### src/rtl/iram_loader.sv
// iram_loader: streams instruction words from a host source into IRAM at address 0 upward.
// Latency: a word handshaken at edge k is written at edge k+1; best rate one word per two cycles.
// Backpressure: o_in_ready is high only in ACCEPT; the source holds valid/data until it sees ready.
//
// Ports:
//   i_clk, i_reset        clock and synchronous active-high reset
//   i_start, i_len        load request and word count (legal 1..DEPTH), sampled only in IDLE
//   i_abort               cancel an in-progress load
//   i_in_valid/i_in_data  source word handshake, o_in_ready is the loader side
//   o_mem_write_en/o_mem_addr/o_mem_datain  IRAM write port
//   o_cpu_hold, o_busy    high whenever the loader is not idle
//   o_done, o_aborted, o_err_len  one-cycle completion / cancel / illegal-length pulses
//   o_count               words written in the current or last load
module iram_loader #(
  parameter int ADDR_W = 8,
  parameter int DATA_W = 8,
  parameter int DEPTH  = 256
) (
  input  logic              i_clk,
  input  logic              i_reset,
  input  logic              i_start,
  input  logic [ADDR_W:0]   i_len,
  input  logic              i_abort,
  input  logic              i_in_valid,
  input  logic [DATA_W-1:0] i_in_data,
  output logic              o_in_ready,
  output logic              o_mem_write_en,
  output logic [ADDR_W-1:0] o_mem_addr,
  output logic [DATA_W-1:0] o_mem_datain,
  output logic              o_cpu_hold,
  output logic              o_busy,
  output logic              o_done,
  output logic              o_aborted,
  output logic              o_err_len,
  output logic [ADDR_W:0]   o_count
);

  typedef enum logic [2:0] {
    S_IDLE   = 3'd0,
    S_ACCEPT = 3'd1,
    S_WRITE  = 3'd2,
    S_DONE   = 3'd3,
    S_ABORT  = 3'd4
  } state_t;

  localparam logic [ADDR_W:0]   LP_DEPTH = (ADDR_W+1)'(DEPTH);
  localparam logic [ADDR_W:0]   LP_ONE_C = (ADDR_W+1)'(1);
  localparam logic [ADDR_W-1:0] LP_ONE_A = ADDR_W'(1);

  state_t              r_state;
  state_t              w_next;

  logic [ADDR_W:0]     r_len;
  logic [ADDR_W:0]     r_count;
  logic [ADDR_W-1:0]   r_addr;
  logic [DATA_W-1:0]   r_datain;
  logic                r_err_len;

  logic                w_len_ok;
  logic [ADDR_W:0]     w_count_inc;
  logic                w_last;
  logic                w_take;

  logic                w_in_ready;
  logic                w_write_en;
  logic                w_busy;
  logic                w_done;
  logic                w_aborted;

  assign w_len_ok    = (i_len != '0) && (i_len <= LP_DEPTH);
  assign w_count_inc = r_count + LP_ONE_C;
  // The word being written in WRITE is the final one of the load.
  assign w_last      = (w_count_inc == r_len);
  // Handshake only completes when no abort competes for the same cycle.
  assign w_take      = (r_state == S_ACCEPT) && !i_abort && i_in_valid;

  // State register
  always_ff @(posedge i_clk) begin
    if (i_reset) begin
      r_state <= S_IDLE;
    end else begin
      r_state <= w_next;
    end
  end

  // Next-state and state-decoded outputs
  always_comb begin
    w_next     = r_state;
    w_in_ready = 1'b0;
    w_write_en = 1'b0;
    w_busy     = 1'b0;
    w_done     = 1'b0;
    w_aborted  = 1'b0;

    case (r_state)
      S_IDLE: begin
        if (i_start && w_len_ok) begin
          w_next = S_ACCEPT;
        end
      end

      S_ACCEPT: begin
        w_in_ready = 1'b1;
        w_busy     = 1'b1;
        if (i_abort) begin
          w_next = S_ABORT;
        end else if (i_in_valid) begin
          w_next = S_WRITE;
        end
      end

      S_WRITE: begin
        w_write_en = 1'b1;
        w_busy     = 1'b1;
        // The write lands at this edge regardless; abort only redirects
        // where the FSM goes afterwards.
        if (i_abort) begin
          w_next = S_ABORT;
        end else if (w_last) begin
          w_next = S_DONE;
        end else begin
          w_next = S_ACCEPT;
        end
      end

      S_DONE: begin
        w_done = 1'b1;
        w_busy = 1'b1;
        w_next = S_IDLE;
      end

      S_ABORT: begin
        w_aborted = 1'b1;
        w_busy    = 1'b1;
        w_next    = S_IDLE;
      end

      default: begin
        w_next = S_IDLE;
      end
    endcase
  end

  // Datapath: length latch, write address, captured word, written count
  always_ff @(posedge i_clk) begin
    if (i_reset) begin
      r_len     <= '0;
      r_count   <= '0;
      r_addr    <= '0;
      r_datain  <= '0;
      r_err_len <= 1'b0;
    end else begin
      r_err_len <= 1'b0;
      case (r_state)
        S_IDLE: begin
          if (i_start) begin
            if (w_len_ok) begin
              r_len   <= i_len;
              r_count <= '0;
              r_addr  <= '0;
            end else begin
              r_err_len <= 1'b1;
            end
          end
        end

        S_ACCEPT: begin
          if (w_take) begin
            r_datain <= i_in_data;
          end
        end

        S_WRITE: begin
          r_count <= w_count_inc;
          // Address only advances when another word will follow, so it
          // never wraps past DEPTH-1 on a full-depth load.
          if (!i_abort && !w_last) begin
            r_addr <= r_addr + LP_ONE_A;
          end
        end

        default: begin
        end
      endcase
    end
  end

  // The processor is held for the whole non-idle span, including the
  // DONE/ABORT pulse cycle; it is released once back in IDLE.
  assign o_in_ready     = w_in_ready;
  assign o_mem_write_en = w_write_en;
  assign o_mem_addr     = r_addr;
  assign o_mem_datain   = r_datain;
  assign o_cpu_hold     = w_busy;
  assign o_busy         = w_busy;
  assign o_done         = w_done;
  assign o_aborted      = w_aborted;
  assign o_err_len      = r_err_len;
  assign o_count        = r_count;

endmodule

### config.mk
export PLATFORM = sky130hd
export DESIGN_NAME = iram_loader
export DESIGN_NICKNAME = d
export VERILOG_FILES = /design/src/rtl/iram_loader.sv
export SDC_FILE = /design/constraint.sdc
export NUM_CORES = 1
export LEC_CHECK = 0
export ABC_AREA = 1
export CAP_MARGIN = 20
export CORE_UTILIZATION = 49
export DETAILED_ROUTE_END_ITERATION = 8
export GPL_TIMING_DRIVEN = 1
export PLACE_DENSITY = 0.8
export SETUP_SLACK_MARGIN = 0.3
export SYNTH_ARGS = -nofsm -noshare
export SYNTH_HDL_FRONTEND = slang
export SYNTH_SLANG_ARGS = --single-unit
### constraint.sdc
create_clock -name i_clk -period 2.3 [get_ports i_clk]
set_input_delay 0.69 -clock i_clk [delete_from_list [all_inputs] [get_ports i_clk]]
set_output_delay 0.69 -clock i_clk [all_outputs]
set_load 0.01 [all_outputs]
==> summary.md, run 1 <==
| Metric | Value |
|---|---|
| Clk root buf | `clkbuf_8` |
| Max Fclk | `481 MHz` |
| Antenna Nets Post-Route | `0` |
| Die X | `67.3 µm` |
| First-pass GRT wire length | `9.35 mm` |
| Antenna diode count | `0` |
| Drt wl/cell | `14.1 µm` |
| Leakage | `1.21 nW` |
| Startpoint Class | `flip-flop` |
| Synth unique cells | `36` |
| Pwr dens | `969 nW/µm²` |
| Worst r2r src | `r_state[0]` |
| Post-synth top area share | `36.4%` |
| Clock sink total | `38` |
| Crit end category | `output port` |
| Register area share after synthesis | `36.4%` |
| Filler cell count | `320` |
| Synthesized area | `2090 µm²` |
| GRT overflow | `0` |
| Critical Path Source | `r_state[0]` |
| Post-Syn Instances | `292` |
| Syn_area_per_cell | `7.15 µm²` |
| Slowest stage delay, CP | `0.37 ns` |
| CORE AREA | `4060 µm²` |
| Arr. time, crit path | `1.39 ns` |
| Post-Layout Cell Count | `426` |
| CP max-delay cell | `dfxtp_4` |
| Chip height | `67.3 µm` |
| Clock latency on the worst-skew pair | `0.29 ns` |
| Status | `complete, no violations` |
| CTS tree | `yes` |
| Number of vias per cell | `5.24` |
| GR Util All Layers | `27.8%` |
| H-tree depth | `2` |
| Post-Route WL | `6.01 mm` |
| Slew Viols, Final | `0` |
| Min-delay worst type | `flip-flop to flip-flop` |
| CTS Buf Count | `5` |
| Commonest non-fill, non-tap cell in the layout | `nand2_1` |
| Nets | `399` |
| Fin crit period | `2.08 ns` |
| Max Cap Violations | `0` |
| CP Max Fanout | `3` |
| Final Hold Fails | `0` |
| Worst slew margin | `67.9%` |
| Post-DP HPWL | `3.97 mm` |
| Worst slack at placement | `-0.112 ns` |
| Critical path required time | `1.61 ns` |
| Final period utilization | `90.4%` |
| Unrepaired setup endpoints after global routing | `yes` |
| Setup ws final | `0.220 ns` |
| Synth area leaders | `dfxtp_1 (36%), nand2_1 (11%), a21oi_1 (7.7%), nand3_1 (7.7%), nand3_2 (5.3%)` |
| Worst Tran Pin Value | `0.480 ns` |
| Critical path class | `flip-flop to output port` |
| Synth area leader | `dfxtp_1` |
| Io pins | `54` |
| I/O Buffers | `53` |
| Clock-pin slew on the worst setup and hold paths | `0.08 ns` |
| Antenna violations before repair | `0` |
| Vias in the first global route | `2,159` |
| Hold path start | `o_mem_datain[1]` |
| Final setup vio count | `0` |
| GP Congestion | `0.817` |
| Area growth syn-to-layout | `48.8%` |
| 1st-pass router iterations | `4` |
| YS warnings | `0` |
| Synthesized flop and latch total | `38` |
| Initial Util | `51.5%` |
| Rows | `23` |
| Syn_nets | `316` |
| CP Cell Sequence | `buf_6 > nor3_4 > inv_2 > nand2_2 > or3_4 > clkbuf_2` |
| Share of cells above drive strength 1 | `27.9%` |
| Initial DRC count | `160` |
| Largest net degree at the start of global routing | `17` |
| Via count | `2,233` |
| Clock skew | `0.00556 ns` |
| Die area | `4530 µm²` |
| Final hold slack | `0.464 ns` |
| Placed insts | `404` |
| Commonest non-fill, non-tap cells in the layout | `nand2_1 (60), clkdlybuf4s50_1 (38), nand3_1 (32)` |
| VDD IR-drop max | `0.512 mV` |
| DRC | `0` |
| Clock Path Buffers | `2` |
-- report_power, final --
part | internal [W] | switching [W] | total (W)
registers | 0.000762 | 0.0000862 | 0.000848
clock network | 0.000319 | 0.000246 | 0.000566
logic | 0.000780 | 0.000817 | 0.00160
-- registers in the layout, indices dropped and copies added, names as in the netlist --
name	cells
r_len	9
o_mem_datain	8
o_err_len	1
r_state	3
o_count	9
o_mem_addr	8
-- layer usage --
metal	track usage (%)	share of wire (%)
met1	30.5	41
met2	47.5	50
met3	7.26	5.8
met4	16.8	3.1
met5	0	0
-- Yosys cell counts --
library cell   n
a211oi_1       1
a21oi_1       32
a21oi_2        1
a31oi_1        1
buf_1          2
buf_2          2
buf_4          1
clkbuf_1       3
clkinv_1       3
dfxtp_1       38
ha_1           2
inv_1         26
inv_2          3
nand2_1       63
nand2_2        9
nand2_4        1
nand3_1       32
nand3_2       11
nand3b_1       1
nand4_1        3
nand4_4        1
nor2_1        26
nor2_2         3
nor2_4         3
nor2_8         1
nor3_1         2
nor3_2         1
nor3b_1        1
nor4_1         1
o21a_1         1
o21ai_0        7
o21bai_2       1
or3_1          1
xnor2_1        2
xor2_1         5
xor2_2         1
-- repair_timing --
action,in CTS,in global routing
gates cloned,1,1
setup endpoints to repair,30,31
pin swaps,10,8
gates resized for setup,44,20
hold buffers,0,0
buffers inserted,7,5
-- logic make-up after synthesis --
group,Yosys count,share of synthesized area [%]
and+or+nand+nor,160,39.8
AOI/OAI and AO/OA,44,11.3
buffers and inverters,40,7.49
DFF,38,36.4
xor gates and xnor gates,8,3.72
adders and majority gates,2,1.20
-- critical path, delay by kind of cell (launching register included) --
family	cells	cell delay, ns
buffers and inverters	3	0.31
and+or+nand+nor	3	0.43
DFF	1	0.37
-- final cells by class --
cell class / instances / area, µm² / share of cell area [%]
Sequential cell: 38 / 782 / 25.2
Inverter: 32 / 124 / 3.99
Tap cell: 50 / 62.6 / 2.01
Clock inverter: 3 / 40.0 / 1.29
Timing Repair Buffer: 83 / 782 / 25.2
Clock buffer: 5 / 68.8 / 2.21
Multi-Input combinational cell: 215 / 1250 / 40.2
-- metrics by stage --
stage                     TNS [ns]  total power [W]  util (%)  instance area, µm²
after global placement      -0.508          0.00202      68.6                2790
after CTS                        0          0.00283      74.1                3010
final                            0          0.00301      76.6                3110
after detailed placement    -0.830          0.00205      68.6                2790
after global routing             0          0.00320      76.6                3110
after floorplan                  0          0.00152         -                2090
-- worst paths after layout --
path,end,slack [ns],depth (start not counted)
setup / recovery,o_busy,0.22,6
setup reg to reg,o_mem_addr[6],0.36,12
hold / removal,o_mem_datain[1],0.46,2
hold reg to reg,o_mem_datain[1],0.46,2
No activity file was read; power rests on OpenSTA's default activity.
==> run 2: changes to the inputs <==
CORE_UTILIZATION = 44   (was 49)
PLACE_DENSITY = 0.76   (was 0.8)
clock period = 1.8 ns   (was 2.3 ns; I/O delays follow)
==> run 2 against run 1 <==
The run now ends with setup timing left; power rose by 50%; count of clock-buffer cells in the layout up 2; core utilization increased by 5.0 points; sequential cell count unchanged; final cell count up 4.0%; critical endpoint unchanged; worst setup slack lost 0.35 ns; combinational power is 72% higher; register-to-register slack worse by 0.44 ns; highest routed layer unchanged; wire length increased by 24%; global-route usage shrank 0.80 points; die area rose by 11%; design area up 17%.
==> summary.md, run 2 (same netlist as run 1, synthesis figures left out) <==
| Metric | Value |
|---|---|
| Setup slack, reg-to-reg | `-0.08 ns` |
| Final setup vio count | `12` |
| Critical path class | `flip-flop to output port` |
| Area growth syn-to-layout | `73.6%` |
| Unrepaired setup endpoints after global routing | `yes` |
| Arr. time, crit path | `1.39 ns` |
| Startpoint Class | `flip-flop` |
| Worst Hold Path Cells | `2` |
| R2R depth | `11` |
| Max Fclk | `518 MHz` |
| Leakage | `1.45 nW` |
| I/O Buffers | `53` |
| Final hold slack | `0.478 ns` |
| Placed insts | `419` |
| Io pins | `54` |
| 1st-pass router iterations | `7` |
| Drt wl/cell | `16.8 µm` |
| Vias in the first global route | `2,214` |
| Initial DRC count | `180` |
| Pwr dens | `1240 nW/µm²` |
| Setup TNS | `-0.673 ns` |
| VDD IR-drop max | `0.721 mV` |
| Largest net degree at the start of global routing | `17` |
| Post-DP HPWL | `4.11 mm` |
| Max Cap Violations | `0` |
| Number of vias per cell | `5.68` |
| Worst Tran Pin Value | `0.358 ns` |
| Via count | `2,515` |
| Die X | `70.9 µm` |
| Final period utilization | `107%` |
| Initial Util | `47.0%` |
| Setup ws final | `-0.130 ns` |
| Commonest non-fill, non-tap cell in the layout | `nand2_1` |
| Status | `finished with violations` |
| Hold path start | `o_mem_datain[1]` |
| Worst r2r src | `o_count[0]` |
| Hold Path End | `o_mem_datain[1]` |
| Clock Path Buffers | `2` |
| Clk root buf | `clkbuf_8` |
| Clock-pin slew on the worst setup and hold paths | `0.08 ns` |
| Power, Total | `0.00450 W` |
| Antenna diode count | `0` |
| Rows | `24` |
| Fin crit period | `1.93 ns` |
| Commonest non-fill, non-tap cells in the layout | `nand2_1 (40), buf_4 (31), nand2_2 (26)` |
| Share of cells above drive strength 1 | `52.9%` |
| Post-Route WL | `7.45 mm` |
| Post-layout instance area | `3620 µm²` |
| Critical path required time | `1.26 ns` |
| R2R Path End | `o_mem_addr[3]` |
| H-tree depth | `2` |
| CORE AREA | `4440 µm²` |
| CP Max Fanout | `3` |
| Chip height | `70.9 µm` |
| GR Util All Layers | `27.0%` |
| GRT overflow | `0` |
| CTS tree | `yes` |
| Post-Layout Cell Count | `443` |
| DRC | `0` |
| Min-delay worst type | `flip-flop to flip-flop` |
| First-pass GRT wire length | `10.5 mm` |
| Die area | `5030 µm²` |
| Clock sink total | `38` |
| Clock skew | `0.00906 ns` |
| Crit end category | `output port` |
| Violated checks | `setup timing` |
| Antenna violations before repair | `0` |
| Dpl cell area | `2940 µm²` |
| Worst slew margin | `76.0%` |
| Clock latency on the worst-skew pair | `0.30 ns` |
| CTS Buf Count | `5` |
| Nets | `414` |
| GP Congestion | `0.778` |
| Antenna Nets Post-Route | `0` |
| Final Hold Fails | `0` |
| Slew Viols, Final | `0` |
==> run 2: cell count changes in the layout (fill, tap and decap cells not counted), moves of 7 or more <==
cell             previous run  this run
clkdlybuf4s50_1            38        12
nand2_1                    60        40
nand2_2                    12        26
nand3_1                    32        18
a21oi_1                    29        16
a21oi_2                     4        16
buf_6                       5        16
dfxtp_1                    27        18
nor2_1                     23        14
clkdlybuf4s15_1             0         8
nand3_4                     0         8
dfxtp_4                     3        10
==> run 2: worst max-delay path by stage <==
stage	end	depth (start not counted)	startpoint
after floorplan	o_mem_addr[1]	9	i_len[4]
after global placement	o_mem_addr[1]	11	i_len[4]
after detailed placement	o_mem_addr[1]	11	i_len[4]
after CTS	o_busy	5	r_state[1]
after global routing	o_busy	5	r_state[0]
final	o_busy	6	r_state[1]
==> run 2: worst max-delay path, cell delays in order (launching register included) <==
cell	delay, ns
dfxtp_4	0.37
inv_4	0.07
nor3_4	0.05
inv_2	0.07
nand2_2	0.06
or3_4	0.34
buf_6	0.13
==> run 2: stage by stage <==
step	setup slack, ns	util, %
2_1_floorplan	0.0498	-
3_3_place_gp	-0.471	66.1
3_5_place_dp	-0.558	66.1
4_1_cts	-0.0854	74.5
5_1_grt	-0.171	81.6
6_report	-0.130	81.6
==> run 2: cell type report <==
class | count | area [µm²]
Sequential cell | 38 | 811
Inverter | 32 | 138
Multi-Input combinational cell | 215 | 1600
Fill cell | 254 | 820
Tap cell | 52 | 65.1
Clock inverter | 1 | 5.00
Clock buffer | 7 | 86.3
Timing Repair Buffer | 98 | 920
==> run 2: repair_timing <==
item | CTS | global route
gates resized for setup | 150 | 95
buffers inserted | 9 | 5
gates cloned | 2 | 0
hold buffers | 0 | 0
pin swaps | 39 | 35
setup endpoints to repair | 68 | 53
==> run 2: metal layers <==
layer	vias up	track usage [%]	share of wire, %
met5	-	0	0
met4	0	10.4	3.2
met3	28	6.55	7.6
met2	133	45.4	50
met1	1195	33.3	39
li1	1159	-	-
==> run 2: power by group <==
part | internal [W] | switching (W)
clock network | 0.000309 | 0.000306
registers | 0.000979 | 0.000143
logic | 0.00137 | 0.00140
total | 0.00266 | 0.00184
==> run 3: changes to the inputs <==
CORE_UTILIZATION = 46   (was 44)
CTS_BUF_LIST = sky130_fd_sc_hd__clkbuf_8   (was unset)
PLACE_DENSITY = 0.83   (was 0.76)
==> run 3 against run 2 <==
The run still ends with setup timing left; clock power fell by 1%; die area fell by 4.2%; final cell count rose by 0.45%; sequential cell count did not move; critical path type unchanged; global-route usage rose by 1.7 points; largest power group unchanged; core utilization fell by 3.9 points; sequential share of layout area rose by 1.4 points; non-clock buffer count rose by 2.
==> summary.md, run 3 (same netlist as run 1, synthesis figures left out) <==
| Metric | Value |
|---|---|
| Drt wl/cell | `15.3 µm` |
| Antenna violations before repair | `0` |
| Final setup vio count | `14` |
| 1st-pass router iterations | `4` |
| Antenna Nets Post-Route | `0` |
| Clock skew | `0.00366 ns` |
| CP Cell Sequence | `inv_4 > nor3_4 > inv_2 > nand2_2 > or3_4 > buf_6` |
| GRT overflow | `0` |
| VDD IR-drop max | `0.619 mV` |
| Chip height | `69.4 µm` |
| Post-layout instance area | `3380 µm²` |
| Die area | `4810 µm²` |
| Power, Total | `0.00389 W` |
| Reg area | `802 µm²` |
| H-tree depth | `2` |
| Number of vias per cell | `5.49` |
| Die X | `69.4 µm` |
| Startpoint Class | `flip-flop` |
| Violated checks | `setup timing` |
| Max Fclk | `517 MHz` |
| Clock Path Buffers | `2` |
| First-pass GRT wire length | `11.1 mm` |
| Post-DP HPWL | `4.22 mm` |
| Io pins | `54` |
| Clock sink total | `38` |
| Largest net degree at the start of global routing | `17` |
| I/O Buffers | `53` |
| Area growth syn-to-layout | `61.9%` |
| Setup TNS | `-0.563 ns` |
| Nets | `416` |
| Area of the multi-input gates | `1400 µm²` |
| Status | `finished with violations` |
| Final Hold Fails | `0` |
| Pwr dens | `1150 nW/µm²` |
| Slew Viols, Final | `0` |
| CTS Buf Count | `5` |
| Min-delay worst type | `flip-flop to flip-flop` |
| CORE AREA | `4350 µm²` |
| Share of cells above drive strength 1 | `43.5%` |
| Setup slack, reg-to-reg | `-0.10 ns` |
| Antenna diode count | `0` |
| Unrepaired setup endpoints after global routing | `yes` |
| Worst Tran Pin Value | `0.323 ns` |
| Commonest non-fill, non-tap cell in the layout | `nand2_1` |
| Placed insts | `421` |
| Initial Util | `48.0%` |
| Crit end category | `output port` |
| Critical path required time | `1.26 ns` |
| Fin crit period | `1.93 ns` |
| GR Util All Layers | `28.6%` |
| Rows | `24` |
| Clk root buf | `clkbuf_8` |
| Via count | `2,444` |
| Clock-pin slew on the worst setup and hold paths | `0.07 ns` |
| Final hold slack | `0.464 ns` |
| Leakage | `1.40 nW` |
| Slowest stage delay, CP | `0.37 ns` |
| Dpl cell area | `2940 µm²` |
| CP max-delay cell | `dfxtp_4` |
| Arr. time, crit path | `1.39 ns` |
| DRC | `0` |
| Max Cap Violations | `0` |
| GP Congestion | `0.853` |
| Clock latency on the worst-skew pair | `0.30 ns` |
| Initial DRC count | `186` |
| CTS tree | `yes` |
| Filler cell count | `288` |
| Critical path class | `flip-flop to output port` |
| CP Max Fanout | `3` |
| Vias in the first global route | `2,494` |
| Worst slew margin | `78.3%` |
| Final period utilization | `107%` |
| Commonest non-fill, non-tap cells in the layout | `nand2_1 (53), buf_4 (36), a21oi_1 (26)` |
| Post-Layout Cell Count | `445` |
| Setup ws final | `-0.135 ns` |
| Post-Route WL | `6.81 mm` |
| Hold buffer count at cts | `0` |
run 3: cell count changes in the layout (fill, tap and decap cells not counted), sizes merged:
cell / previous run / this run
clkbuf: 13 / 8
clkdlybuf4s15: 9 / 16
clkinv: 3 / 4
clkinvlp: 1 / 0
dlygate4sd2: 14 / 13
inv: 29 / 30
run 3: report_power, final:
group | internal (W) | switching, W
clock network | 0.000303 | 0.000305
registers | 0.000981 | 0.000129
logic | 0.00103 | 0.00114
run 3: per-stage QoR:
step	worst slack, ns	util (%)
detailed placement	-0.507	67.6
finish	-0.135	77.6
CTS	-0.115	75.6
floorplan	0.0498	-
global route	-0.191	77.6
global placement	-0.456	67.6
run 3: worst max-delay path: cells and delay by family (launching register included):
kind | cells | cell delay [ns]
buf+inv | 3 | 0.25
flops | 1 | 0.37
simple gates | 3 | 0.47
run 3: cell type report:
class / instances / share of cell area [%]
multi-input cells: 215 / 41.5
inverters: 32 / 3.85
clock buffers: 6 / 2.44
well taps: 52 / 1.92
repair buffers: 100 / 26.3
flip-flops and latches: 38 / 23.7
clock inverters: 2 / 0.259
run 3: path summary, 6_finish.rpt:
kind	start	cells past startpoint	to
hold / removal	o_mem_datain[6]	2	o_mem_datain[6]
setup reg to reg	o_count[0]	12	o_mem_addr[3]
hold reg to reg	o_mem_datain[6]	2	o_mem_datain[6]
setup / recovery	r_state[0]	6	o_busy
run 3: timing repair:
action	4_1_cts	5_1_grt
gates cloned	1	0
setup endpoints to repair	61	54
setup buffers	13	2
gates resized for setup	146	33
pin swaps	27	9
hold endpoints to repair	0	0
run 3: routing by layer:
layer | part of all wire, % | up-vias | GRT usage, %
met2 | 50 | 124 | 47.5
met1 | 38 | 1127 | 33.7
met3 | 7.5 | 34 | 6.69
li1 | - | 1159 | -
met4 | 4.8 | 0 | 16.6
met5 | 0 | - | 0
